<file path="src/rtl/fetch_queue_ctrl.sv">
// fetch_queue_ctrl: circular instruction/PC queue in front of the decoder.
// The head entry is offered to issue through a valid/ready handshake.
// Dispatch stalls while MAX_BR conditional branches are unresolved.
// A flush empties the queue and clears the branch tracking.
module fetch_queue_ctrl #(
  parameter int DEPTH  = 8,
  parameter int WIDTH  = 32,
  parameter int MAX_BR = 2
) (
  input  logic                       clk,
  input  logic                       rst_n,
  input  logic                       ifetch_valid,
  input  logic [WIDTH-1:0]           ifetch_instr,
  input  logic [WIDTH-1:0]           ifetch_pc,
  output logic                       ifetch_ready,
  output logic [WIDTH-1:0]           dec_instr,
  output logic [WIDTH-1:0]           dec_pc,
  output logic                       issue_valid,
  input  logic                       issue_ready,
  input  logic                       br_resolve,
  input  logic                       flush,
  output logic [$clog2(DEPTH+1)-1:0] count,
  output logic [$clog2(MAX_BR+1)-1:0] br_inflight
);

  localparam int AW = $clog2(DEPTH);
  localparam int CW = $clog2(DEPTH+1);
  localparam int BW = $clog2(MAX_BR+1);
  localparam logic [6:0] BR_OPCODE = 7'b1100011;
  localparam logic [WIDTH-1:0] NOP_INSTR = WIDTH'(32'h00000013);

  // Queue storage. The contents are never reset; only pointers and counters are.
  logic [WIDTH-1:0] instr_mem [DEPTH];
  logic [WIDTH-1:0] pc_mem    [DEPTH];

  logic [AW-1:0]    hd;
  logic [AW-1:0]    tl;
  logic [WIDTH-1:0] head_instr;
  logic [WIDTH-1:0] head_pc;
  logic             not_empty;
  logic             head_is_br;
  logic             blocked;
  logic             enq;
  logic             deq;
  logic             br_inc;
  logic             br_dec;

  assign head_instr = instr_mem[hd];
  assign head_pc    = pc_mem[hd];
  assign not_empty  = (count != '0);

  // Head decode, handshakes and the branch throttle.
  always_comb begin
    head_is_br   = not_empty && (head_instr[6:0] == BR_OPCODE);
    blocked      = head_is_br && (br_inflight == BW'(MAX_BR));
    // No pass-through: a full queue refuses even if the head leaves this cycle.
    ifetch_ready = (count != CW'(DEPTH));
    issue_valid  = not_empty && !blocked;
    enq          = ifetch_valid && ifetch_ready && !flush;
    deq          = issue_valid && issue_ready && !flush;
    br_inc       = deq && head_is_br;
    // A resolve with nothing in flight is dropped so the counter saturates at 0.
    br_dec       = br_resolve && !flush && (br_inflight != '0);
    dec_instr    = not_empty ? head_instr : NOP_INSTR;
    dec_pc       = not_empty ? head_pc    : '0;
  end

  // Write the accepted fetch entry at the tail.
  always_ff @(posedge clk) begin
    if (enq) begin
      instr_mem[tl] <= ifetch_instr;
      pc_mem[tl]    <= ifetch_pc;
    end
  end

  // Pointer and occupancy update; flush wins over everything else.
  always_ff @(posedge clk or negedge rst_n) begin
    if (!rst_n) begin
      hd    <= '0;
      tl    <= '0;
      count <= '0;
    end else if (flush) begin
      hd    <= '0;
      tl    <= '0;
      count <= '0;
    end else begin
      if (enq) tl <= tl + AW'(1);
      if (deq) hd <= hd + AW'(1);
      case ({enq, deq})
        2'b10:   count <= count + CW'(1);
        2'b01:   count <= count - CW'(1);
        default: count <= count;
      endcase
    end
  end

  // Count of dispatched branches still waiting for resolution.
  always_ff @(posedge clk or negedge rst_n) begin
    if (!rst_n) begin
      br_inflight <= '0;
    end else if (flush) begin
      br_inflight <= '0;
    end else begin
      case ({br_inc, br_dec})
        2'b10:   br_inflight <= br_inflight + BW'(1);
        2'b01:   br_inflight <= br_inflight - BW'(1);
        default: br_inflight <= br_inflight;
      endcase
    end
  end

endmodule

</file>
<file path="config.mk">
export PLATFORM = sky130hd
export DESIGN_NAME = fetch_queue_ctrl
export DESIGN_NICKNAME = d
export VERILOG_FILES = /design/src/rtl/fetch_queue_ctrl.sv
export SDC_FILE = /design/constraint.sdc
export NUM_CORES = 1
export LEC_CHECK = 0
export BUFFER_PORTS_ARGS = -buffer_cell sky130_fd_sc_hd__buf_4
export CORE_MARGIN = 2
export CORE_UTILIZATION = 59
export DETAILED_ROUTE_END_ITERATION = 7
export HOLD_SLACK_MARGIN = 0.15
export PLACE_DENSITY_LB_ADDON = 0.2
export SETUP_SLACK_MARGIN = 0.1
export SYNTH_ARGS = -nofsm -noshare
export SYNTH_HDL_FRONTEND = slang
export SYNTH_SLANG_ARGS = --single-unit
</file>
<file path="constraint.sdc">
create_clock -name clk -period 19.26 [get_ports clk]
set_clock_uncertainty 0.05 [all_clocks]
set_input_delay 3.852 -clock clk [delete_from_list [all_inputs] [get_ports clk]]
set_output_delay 3.852 -clock clk [all_outputs]
set_load 0.01 [all_outputs]
</file>
==> impl_metrics.tcl <==
set metrics [dict create \
    synth_top_family_by_area "multiplexers" \
    drt-met1-wl_mm 16.7 \
    synth_area_um2 20400 \
    crit_start "hd[1]" \
    area_growth_pct 15.7 \
    criticalPathCategory "flip-flop to primary output" \
    tightest_slew_ps 1070 \
    grt-ovfl-total 0 \
    cts_tree "yes" \
    cpMaxStageDelayCell "buf_4" \
    cpMostUsedCell "buf_4" \
    clk_path_buf_depth 3 \
    synth_cells 932 \
    fmax_mhz 125 \
    num_vias 9468 \
    cp_max_fo 76 \
    slew_headroom 0.284 \
    pre_cts_ws_ps 11740 \
    synth_top_area_share 0.755 \
    yosys.area_share.simple 0.0323 \
    grt_pass1_wl_mm 58.1 \
    cts_resized 0 \
    rows 68 \
    synth_flop_cell "edfxtp_1" \
    synth_area_leaders "edfxtp_1 76%, mux4_2 14%, mux2i_1 3.3%, dfrtp_1 1.5%, nor2_1 1.4%" \
    nFillCells 2135 \
    die_area_um2 36000 \
    cts.root.buffer_cell "clkbuf_16" \
    die_w_um 190 \
    hold_viol 0 \
    synth_adder_area_share 0.00344 \
    grt_pass1_vias 9750 \
    num_io_pins 142 \
    r2r-start "hd[1]" \
    yosysWarnings 0 \
    hp-start "br_inflight[0]" \
    dp_hpwl_mm 19.7 \
    synth.area.mux_share 0.176 \
    placed_area_um2 22000 \
    critPathLaunchType "flip-flop" \
    hp-class "flip-flop to flip-flop" \
    met2_length_mm 18.3 \
    cts_made_buffers 50 \
    final_nets 1174 \
    sequential_cell_area_um2 15700 \
    clk_pin_slew_worst_paths_ps 60 \
    synth_compound_gate_area_share 0.00516 \
    rsz0062_at_grt "false" \
    chipHeight_um 190 \
    ys_seq_area_frac 0.770 \
    grt_max_degree 77 \
    p_leak_nw 7.56 \
    port_buffers 141 \
    synth_cell_types 43 \
    synth.largest_area_cell "edfxtp_1" \
    design_area_um2 23500 \
    pwr_density_cell_nw_per_um2 128 \
    fin_ws_ps 11270 \
    dr.max_layer_used "met4" \
    multiInputGateArea_um2 4520 \
    setup_viol 0 \
    synth_nets 1007 \
    avgSynthCellArea_um2 21.8 \
    wl_mm 38.0 \
    path_cells "buf_4 > buf_4 > mux4_2 > nor4bb_1 > mux2_4 > nand4b_4 > and2_1 > buf_4" \
    wl_met3_mm 2.12 \
    max_stage_delay_ps 820 \
    synth_enable_flop_cells 512 \
    power.total_mw 3.01 \
    coreArea_um2 34300 \
    critPathRequiredTime_ps 15360 \
    outcome "finished, final reports clean" \
    cts_hold_buf 0 \
    cp.arrival_ps 4090 \
    peakVddDrop_mv 0.226 \
    fin_setup_tns_ps 0 \
    htreeDepth 2 \
    drt_iter0_drc 679 \
    first_pass_iters 5 \
    drcViolationCount 0 \
    clk_latency_ps 550 \
    place.gp.congestion 0.764 \
    postRouteAntennaNets 0 \
    initial_core_util 0.594 \
    drv_cap 0 \
    finalCritPeriodShare 0.415 \
    postCtsSetupBuffers 0 \
    cts.sinks 524 \
    min_period_ps 7990 \
    ys_seq_elements 524 \
    viasPerCell 5.95 \
    grt_usage 0.217 \
    finalMaxSlewViolations 0 \
    wl_per_cell_um 23.9 \
    synth_xor_area_frac 0.00258 \
    async_flop_share 0.0229 \
    antenna_found_initial 1 \
    crit_path_end_kind "primary output" \
    drive_above_1_share 0.321 \
]
power by group:
group          switching [mW]  internal [mW]
registers              0.0377           1.29
logic                   0.377          0.369
clock network           0.392          0.544
total                   0.807           2.21
worst max-delay path, delay by kind of cell, from the launching register on:
family / cells / cell delay [ps]
buffers and inverters: 3 / 1610
flip-flops: 1 / 590
multiplexers: 2 / 670
AND/OR/NAND/NOR: 3 / 630
synthesized netlist by cell type (5+ instances only):
cell      count
edfxtp_1    512
mux4_2      126
nor2_1       76
mux2i_1      67
nand2_1      19
clkbuf_1     15
buf_1        14
buf_2        14
dfrtp_1      12
nand3_1       7
nor2b_1       6
nor3_1        6
or3b_1        5
kinds of logic after synthesis:
kind of cell / after synthesis
DFF: 524
muxes: 196
xor gates and xnor gates: 6
and+or+nand+nor: 138
adders and majority gates: 5
AOI/OAI and AO/OA: 14
buffers and inverters: 49
stage by stage:
stage / util / hold slack (ps) / std cells
floorplan: - / 529 / 932
global placement: 0.641 / 540 / 1502
detailed placement: 0.641 / 554 / 1502
CTS: 0.687 / 572 / 1591
global route: 0.687 / 582 / 1591
finish: 0.687 / 573 / 1592
path summary, 6_finish.rpt:
path                                  end  slack (ps)  depth (start not counted)
max in group asynchronous           hd[1]       15910                          1
setup reg to reg                 count[3]       14160                         15
setup / recovery              issue_valid       11270                          8
min in group asynchronous           tl[2]        3080                          1
hold / removal             br_inflight[1]         570                          2
hold reg to reg            br_inflight[1]         570                          2
placed cells by master (no fill, tap or decap), drive strengths merged, types with 2 or more instances in the layout:
master / instances
inv: 4
nor3: 6
nand3: 7
nor2: 76
a21oi: 2
or3b: 5
nand2b: 4
and3: 2
mux2i: 67
nor4: 3
buf: 160
bufinv: 5
o21ai: 2
and2: 3
nand2: 19
xnor2: 3
dfrtp: 12
xor2: 3
mux4: 128
ha: 4
clkbuf: 65
nor2b: 6
nor4b: 2
edfxtp: 512
clkinv: 19
nor4bb: 2
registers in the layout, indices dropped and copies added (netlist names):
name	cells
hd	3
br_inflight	2
count	4
instr_mem	256
pc_mem	256
tl	3
layout make-up:
type / count / share of cell area
sequential: 524 / 0.666
multi-input combinational: 359 / 0.192
clock buffer: 65 / 0.0555
timing repair buffer: 160 / 0.0510
tap: 455 / 0.0242
clock inverter: 24 / 0.0105
inverter: 4 / 0.000638
antenna: 1 / 0.000106
per-layer routing:
layer,track usage,vias to the layer above
li1,-,4183
met1,0.319,4954
met2,0.343,263
met3,0.0417,68
met4,0.0605,0
met5,0,-
No activity file was read; power rests on OpenSTA's default activity.
